===== src/rtl/fp_collect_pkg.sv =====
// Shared definitions for the floating-point result collector.
// Flag bit positions, the 36-bit FIFO entry layout and default sizing.
package fp_collect_pkg;

  localparam int FLAG_INF     = 0;
  localparam int FLAG_NEG_INF = 1;
  localparam int FLAG_NAN     = 2;
  localparam int FLAG_ERR     = 3;

  localparam int DEFAULT_DEPTH = 4;
  localparam int DEFAULT_LAT   = 2;

  typedef struct packed {
    logic [3:0]  flags;
    logic [31:0] result;
  } entry_t;

  // Pack the adder's registered sum and flag bits into one FIFO entry.
  function automatic entry_t makeEntry(
    input logic [31:0] result,
    input logic        inf,
    input logic        negInf,
    input logic        nan,
    input logic        err
  );
    entry_t e;
    e.result              = result;
    e.flags               = '0;
    e.flags[FLAG_INF]     = inf;
    e.flags[FLAG_NEG_INF] = negInf;
    e.flags[FLAG_NAN]     = nan;
    e.flags[FLAG_ERR]     = err;
    return e;
  endfunction

  // An entry counts as an error result when either ERR or NAN is raised.
  function automatic logic isErrorEntry(input entry_t e);
    return e.flags[FLAG_ERR] | e.flags[FLAG_NAN];
  endfunction

endpackage


===== src/rtl/fp_collect_fifo.sv =====
// Result FIFO: DEPTH entries of 36 bits with a registered head entry.
// The head register always holds the oldest stored entry, so the consumer
// sees data straight from a flop. DEPTH must be a power of two.
module fp_collect_fifo
  import fp_collect_pkg::*;
#(
  parameter int DEPTH = DEFAULT_DEPTH
) (
  input  logic                     clk,
  input  logic                     rst,
  input  logic                     i_push,
  input  entry_t                   i_data,
  input  logic                     i_pop,
  output logic                     o_valid,
  output entry_t                   o_head,
  output logic [$clog2(DEPTH):0]   o_count
);

  localparam int PW = $clog2(DEPTH);
  localparam int CW = PW + 1;

  entry_t          r_mem [DEPTH];
  entry_t          r_head;
  logic [PW-1:0]   r_rdPtr;
  logic [PW-1:0]   r_wrPtr;
  logic [CW-1:0]   r_count;

  logic            w_pop;
  logic            w_push;
  logic [PW-1:0]   w_rdNext;
  logic [CW-1:0]   w_countAfterPop;

  // Qualify pop/push and work out where the read pointer lands after this edge.
  always_comb begin
    w_pop           = i_pop & (r_count != '0);
    w_push          = i_push & ((r_count != CW'(DEPTH)) | w_pop);
    w_rdNext        = w_pop ? r_rdPtr + 1'b1 : r_rdPtr;
    w_countAfterPop = r_count - CW'(w_pop);
  end

  // Storage array; contents are only ever read after being written.
  always_ff @(posedge clk) begin
    if (w_push) begin
      r_mem[r_wrPtr] <= i_data;
    end
  end

  // Pointers wrap naturally at DEPTH; occupancy tracks push minus pop.
  always_ff @(posedge clk) begin
    if (!rst) begin
      r_rdPtr <= '0;
      r_wrPtr <= '0;
      r_count <= '0;
    end else begin
      if (w_push) begin
        r_wrPtr <= r_wrPtr + 1'b1;
      end
      r_rdPtr <= w_rdNext;
      r_count <= w_countAfterPop + CW'(w_push);
    end
  end

  // Head register: next stored entry, or the incoming one when it becomes the oldest.
  always_ff @(posedge clk) begin
    if (!rst) begin
      r_head <= '0;
    end else if (w_countAfterPop != '0) begin
      r_head <= r_mem[w_rdNext];
    end else if (w_push) begin
      r_head <= i_data;
    end
  end

  assign o_valid = (r_count != '0);
  assign o_head  = r_head;
  assign o_count = r_count;

endmodule


===== src/rtl/fp_result_collector.sv =====
// Collects registered results of a fixed-latency FP adder into a FIFO.
// A LAT-deep valid tracker follows each accepted operation; credits
// (stored + in flight) bound issue so a push never meets a full FIFO.
// Optional error statistics are enabled with macro FP_COLLECT_STATS_EN.
module fp_result_collector
  import fp_collect_pkg::*;
#(
  parameter int DEPTH = DEFAULT_DEPTH,
  parameter int LAT   = DEFAULT_LAT
) (
  input  logic        clk,
  input  logic        rst,
  input  logic        in_valid,
  output logic        in_ready,
  input  logic [31:0] result_reg,
  input  logic        INF_reg,
  input  logic        NEG_INF_reg,
  input  logic        NAN_reg,
  input  logic        ERR_reg,
  output logic        out_valid,
  input  logic        out_ready,
  output logic [31:0] out_data,
  output logic [3:0]  out_flags,
  output logic        drop_sticky,
  output logic [15:0] err_count
);

  localparam int CW = $clog2(DEPTH) + 1;

  logic [LAT-1:0] r_track;
  logic           r_drop;

  logic           w_accept;
  logic           w_push;
  logic           w_pop;
  logic           w_fifoValid;
  entry_t         w_pushEntry;
  entry_t         w_head;
  logic [CW-1:0]  w_count;
  logic [7:0]     w_credUsed;

  // Credits in use are stored entries plus operations still in the adder.
  always_comb begin
    w_credUsed = 8'(w_count);
    for (int i = 0; i < LAT; i++) begin
      w_credUsed = w_credUsed + 8'(r_track[i]);
    end
    in_ready = (w_credUsed < 8'(DEPTH)) | ~rst;
    w_accept = in_valid & in_ready;
  end

  // Valid shift register that mirrors the adder pipeline.
  always_ff @(posedge clk) begin
    if (!rst) begin
      r_track <= '0;
    end else begin
      r_track[0] <= w_accept;
      for (int i = 1; i < LAT; i++) begin
        r_track[i] <= r_track[i-1];
      end
    end
  end

  assign w_push      = r_track[LAT-1];
  assign w_pushEntry = makeEntry(result_reg, INF_reg, NEG_INF_reg, NAN_reg, ERR_reg);

  // Remember any issue attempted while no credit was available.
  always_ff @(posedge clk) begin
    if (!rst) begin
      r_drop <= 1'b0;
    end else if (in_valid && !in_ready) begin
      r_drop <= 1'b1;
    end
  end

  fp_collect_fifo #(
    .DEPTH (DEPTH)
  ) u_fifo (
    .clk     (clk),
    .rst     (rst),
    .i_push  (w_push),
    .i_data  (w_pushEntry),
    .i_pop   (w_pop),
    .o_valid (w_fifoValid),
    .o_head  (w_head),
    .o_count (w_count)
  );

  assign out_valid   = rst & w_fifoValid;
  assign out_data    = rst ? w_head.result : '0;
  assign out_flags   = rst ? w_head.flags  : '0;
  assign drop_sticky = rst & r_drop;
  assign w_pop       = out_valid & out_ready;

`ifdef FP_COLLECT_STATS_EN
  logic [15:0] r_errCount;

  // Saturating count of pushed results flagged ERR or NAN.
  always_ff @(posedge clk) begin
    if (!rst) begin
      r_errCount <= '0;
    end else if (w_push && isErrorEntry(w_pushEntry) && (r_errCount != 16'hFFFF)) begin
      r_errCount <= r_errCount + 16'd1;
    end
  end

  assign err_count = rst ? r_errCount : '0;
`else
  assign err_count = '0;
`endif

endmodule

===== config.mk =====
export PLATFORM = sky130hd
export DESIGN_NAME = fp_result_collector
export DESIGN_NICKNAME = d
export VERILOG_FILES = /design/src/rtl/fp_collect_pkg.sv /design/src/rtl/fp_collect_fifo.sv /design/src/rtl/fp_result_collector.sv
export SDC_FILE = /design/constraint.sdc
export NUM_CORES = 1
export LEC_CHECK = 0
export ABC_AREA = 1
export CORE_MARGIN = 1.5
export CORE_UTILIZATION = 40
export DETAILED_ROUTE_END_ITERATION = 10
export PLACE_DENSITY = 0.64
export SETUP_SLACK_MARGIN = 0.5
export SLEW_MARGIN = 20
export SYNTH_ARGS = -nofsm -noshare
export SYNTH_HDL_FRONTEND = slang
export SYNTH_SLANG_ARGS = --single-unit
export TNS_END_PERCENT = 5

===== constraint.sdc =====
create_clock -name clk -period 4 [get_ports clk]
set_input_delay 0.4 -clock clk [delete_from_list [all_inputs] [get_ports clk]]
set_output_delay 0.4 -clock clk [all_outputs]
set_load 0.02 [all_outputs]

# Word-level counts from Yosys, hierarchy flattened
# Memory sizes are Yosys's and may differ from the RTL's.
# Index checks and enable logic that the tools add are counted.
# classes
n_reduce_logical	5
magnitude_cmp	1
muxes	7
eq_ne	1
add_sub_neg	6
n_bitwise	9
# ops
operator	n
two-way mux 36 bit	2
two-way mux 32 bit	1
bitwise AND 1 bit	6
nonzero test 3 bit	2
adder 4 x 1 -> 5 bit	1
less-than comparator 5 x 3 -> 1 bit (second input constant)	1
adder 2 x 1 -> 2 bit (second input constant)	2
adder 3 x 1 -> 4 bit	1
two-way mux 4 bit	1
adder 3 x 1 -> 3 bit	1
inequality test 3 bit (second input constant)	1
subtractor 3 x 1 -> 3 bit	1
two-way mux 1 bit	2
two-way mux 2 bit	1
OR 1 bit	2
nonzero test 2 bit	1
logical AND 1 bit	1
logical NOT 1 bit	1
NOT 1 bit	1
# word_totals
in_bits	40
mem_count	1
regBits	46
ram_bits	144
# memory_table
name	depth	width	read_ports	rd_ports_with_merged_regs	write_ports	line	text
u_fifo.r_mem	4	36	1	0	1	fp_collect_fifo.sv:22	entry_t r_mem [DEPTH];

# Depth between registers and ports, before layout
# logic_depth
depth_word	8
mapped_depth	14

# Hierarchy
# From an unflattened synthesis, not the netlist that was laid out.
# hier_totals
hier_cells	848
hier_area_um2	8400.6
# by_module_without_submodules
module	n_inst	cells_each	area_each_um2
fp_collect_fifo	1	731	7801.2
fp_result_collector	1	117	599.3

# Worst setup path after synthesis
# Ideal clock, no wire load.
# synth_timing
path_type	input-to-reg
from	in rst
to	mem u_fifo.r_mem[0][0] (netlist name), enable pin
setup_time_ns	0.429
path_slack_ns	1.102
n_path_buf	1
t_arrival_ns	2.469
stages	5
required_time_ns	3.571
cell_sequence	buf_2 -> nand3_4 -> nand3_2 -> nand2_4 -> nor2_1
# synth_via
elab_chain_len	7
# synth_lines
item	line	text
start: declaration	fp_result_collector.sv:12	input logic rst,
bitwise AND 1 bit	fp_result_collector.sv:89	assign out_valid = rst & w_fifoValid;
bitwise AND 1 bit	fp_result_collector.sv:93	assign w_pop = out_valid & out_ready;
bitwise AND 1 bit	fp_collect_fifo.sv:35	w_pop = i_pop & (r_count != '0);
OR 1 bit	fp_collect_fifo.sv:36	w_push = i_push & ((r_count != CW'(DEPTH)) | w_pop);
bitwise AND 1 bit	fp_collect_fifo.sv:36	
two-way mux 1 bit	fp_collect_fifo.sv:43	if (w_push) begin
two-way mux 1 bit (not written as such)	fp_collect_fifo.sv:44	r_mem[r_wrPtr] <= i_data;
end: declaration	fp_collect_fifo.sv:22	
# Every way passes these cells.

# Worst setup path in the final report
# layout_timing
from	reg u_fifo.r_count[0], in the netlist u_fifo.o_count[0]
to	reg u_fifo.r_head (netlist bit u_fifo.o_head[25])
# layout_via
elab_chain_len	7
elab_cells_between_ends	13
classes_between	add/sub (1); eq/ne (1); mux (2); bitwise (5); reduce/logical (3); memory (1)
# layout_lines
item	line	text
start: declaration	fp_collect_fifo.sv:26	logic [CW-1:0] r_count;
start signal: assignment	fp_collect_fifo.sv:59	r_count <= w_countAfterPop + CW'(w_push);
nonzero test 3 bit	fp_collect_fifo.sv:35, fp_collect_fifo.sv:74	
bitwise AND 1 bit	fp_result_collector.sv:89	
bitwise AND 1 bit	fp_result_collector.sv:93	
bitwise AND 1 bit	fp_collect_fifo.sv:35	
subtractor 3 x 1 -> 3 bit (tied with other cells)	fp_collect_fifo.sv:38	w_countAfterPop = r_count - CW'(w_pop);
nonzero test 3 bit (tied with other cells)	fp_collect_fifo.sv:67	end else if (w_countAfterPop != '0) begin
two-way mux 36 bit / nonzero test 2 bit (equally long branches)	-	
end signal: assignment	fp_collect_fifo.sv:68	r_head <= r_mem[w_rdNext];
end signal: assignment	fp_collect_fifo.sv:70	r_head <= i_data;
end: declaration	fp_collect_fifo.sv:23	entry_t r_head;
# Parallel ways exist; a longest one is shown, timed or not.
# A chain may end at the register's enable or synchronous reset.

==> results.ini <==
[outcome]
status=complete, no violations

[finish]
final_common_cell=nand2_1
nets=1085
antenna_cells=0
layout_common_cells=227 x nand2_1, 198 x inv_1, 181 x nand3_1
synthToLayoutAreaGrowth_pct=17.01
fillers=1997
drive_gt1_share_pct=9.056

[pwr]
power_frac_seq_pct=40.4
switchingPower_uw=1994
cellLeakagePower_uw=0.004764
total_power_uw=5913
p_sw_share_pct=33.72
p_int_uw=3919
p_per_area_nw_per_um2=566.9
comb_power_share_pct=29.9
p_clk_share_pct=29.7
ir_drop_v=0.0002985

[routing]
vias=6169
drt_iter0_markers=326
wl_mm=18.73
firstDrtPassIters=5
final_antenna_net_count=0
wire_per_inst_um=14.09
viasPerCell=4.642
drc=0

[setup_path]
r2r-end=u_fifo.o_head[25]$_SDFFE_PN0P_
end_kind=flop
crit_start=u_fifo.o_count[0]$_SDFF_PN0_
critPathSlowestCell=inv_4
max_stage_delay_ns=0.39
path_cells=nor2_4 > nand2_4 > nand3_4 > inv_1 > ha_1 > ha_1 > xor2_1 > nor3_4 > inv_4 > buf_12 > nor2_1 > nor2_2 > nand2_1 > nand2_1
endpoint=u_fifo.o_head[25]$_SDFFE_PN0P_
start_kind=flop
crit_fanout=42
r2r_cells=14
path_class=reg2reg
r2r_start=u_fifo.o_count[0]$_SDFF_PN0_
reg2reg_slack_ns=1.43
crit_arrival_ns=2.95
crit_required_ns=4.38

[yosys]
synth_cells=976
async_flop_share_pct=0
yosysSeqAreaShare_pct=58.84
netlist_area_um2=8914
yosysWarnings=0
synth-seq-cells=190
avgSynthCellArea_um2=9.133
synth_cell_type_count=31
synth_edf_count=144
synth_ff_type=edfxtp_1

[global_routing]
grt-busiest-layer=met2
grt-ovfl-total=0
grt_first_pass_wirelength_mm=30.34
grt_use_met3_pct=2.446
antenna_found_initial=0
grt_use_met2_pct=29.17
grt_max_degree=74
grtUsageMet1_pct=20.71
track_usage_pct=16.68
grt_pass1_vias=5796

[timing]
relSlewSlack_pct=40.94
fin_hold_ws_ns=0.4431
clock.fmax_mhz=389.2
setup_viol=0
period_share_pct=64.23
worst_slew_pin_slew_ns=0.8859
rsz0062_at_grt=false
finalClockSkew_ns=0.009428
tns_ns=0
slew_viol_final=0
period_needed_ns=2.569
hold_viol=0

[placed_design]
place.gp.congestion=0.7054
port_buffers=78
dp_hpwl_mm=10.44

[clock_tree]
cts_tree=done
cts_htree_levels=4
cts_root_buf=clkbuf_16
worstSkewPairLatency_ns=0.44
clk_pin_slew_worst_paths_ns=0.07
post-cts-setup-buffer-count=0
clock_path_buffers=2
hold_buffers=0
ctsResizeCount=0
cts.sinks=190
cts_buffers=17

[die]
die_w_um=152.3
start_util_pct=40.84
die_y_um=152.3
num_io_pins=95
coreArea_um2=21820
num_rows=54
die_area_um2=23190

[worst_hold_path]
hold_path_class=reg2reg

[run]
maxCapViolCount=0

-- flip-flops by register name, summed over array words and instances (netlist names) --
| register | count |
|---|---|
| u_fifo.o_count | 3 |
| u_fifo.r_rdPtr | 2 |
| r_drop | 1 |
| u_fifo.r_wrPtr | 2 |
| u_fifo.r_mem | 144 |
| r_track | 2 |
| u_fifo.o_head | 36 |
-- power by group through the flow --
stage	sequential, uW	combinational [uW]	clock (uW)
floorplan	2420	1330	0
global placement	2430	1770	0
detailed placement	2430	1790	0
CTS	2390	1800	1780
global route	2410	1980	1870
finish	2390	1770	1760
-- layout make-up --
| type | count | area [um^2] | share of cell area (%) |
|---|---|---|---|
| Tap cell | 280 | 350.3 | 3.359 |
| Multi-Input combinational cell | 535 | 2560 | 24.54 |
| Sequential cell | 190 | 5245 | 50.29 |
| Clock buffer | 17 | 425.4 | 4.079 |
| Timing Repair Buffer | 89 | 895.9 | 8.589 |
| Inverter | 203 | 770.7 | 7.390 |
| Clock inverter | 15 | 182.7 | 1.751 |
-- critical path, delay by kind of cell (launching register included) --
kind	cells	cell delay, ns
DFF	1	0.35
xor gates and xnor gates	1	0.34
adders and majority gates	2	0.37
buffers and inverters	3	0.70
and+or+nand+nor	8	0.75
-- Yosys cell counts (2+ instances only) --
cell	n	area share [%]
buf_4	25	2.1
nor2_2	30	2.1
nor2_1	49	2.1
buf_12	3	0.67
a21oi_1	5	0.28
nand2_8	2	0.45
nand2_4	4	0.51
dfxtp_1	46	10
ha_1	9	1.3
nand2_1	227	9.6
buf_2	30	1.7
o21ai_0	4	0.22
inv_2	2	0.084
nand3_1	181	10
edfxtp_1	144	49
buf_1	3	0.13
inv_1	198	8.3
-- stage by stage --
stage | setup WS (ns) | utilization, % | instances | cell area [um^2]
floorplan | 1.102 | - | 991 | 8970
global route | 1.156 | 47.79 | 1329 | 10430
finish | 1.431 | 47.79 | 1329 | 10430
CTS | 1.406 | 47.79 | 1329 | 10430
detailed placement | 1.042 | 45.01 | 1297 | 9822
global placement | 1.106 | 45.01 | 1297 | 9822
-- logic make-up after synthesis --
| group | share of synthesized area (%) |
|---|---|
| AO/OA/AOI/OAI | 0.5053 |
| XOR/XNOR | 0.09828 |
| adder cells (fa/ha/maj) | 1.263 |
| buffers and inverters | 13.41 |
| flip-flops | 58.84 |
| other | 0.04207 |
| AND/OR/NAND/NOR | 25.84 |
-- worst min-delay path by stage --
stage	start	endpoint	slack, ns	depth (start not counted)
after floorplan	r_track[0]$_SDFF_PN0_	r_track[1]$_SDFF_PN0_	0.41	2
after global placement	r_track[0]$_SDFF_PN0_	r_track[1]$_SDFF_PN0_	0.42	2
after detailed placement	r_track[0]$_SDFF_PN0_	r_track[1]$_SDFF_PN0_	0.43	2
after CTS	r_track[0]$_SDFF_PN0_	r_track[1]$_SDFF_PN0_	0.44	2
after global routing	r_drop$_SDFFE_PN0P_	r_drop$_SDFFE_PN0P_	0.47	2
final	r_track[0]$_SDFF_PN0_	r_track[1]$_SDFF_PN0_	0.44	2
-- metal layers --
metal  share of wire, %  up-vias  wire length [um]
met5                  0        -                 0
met4                1.9        0               365
met3                3.4       27               637
met2                 50      123              9289
met1                 45     2878              8435
li1                   -     3141                 -
Note: power is estimated with default switching activity, not from simulation.
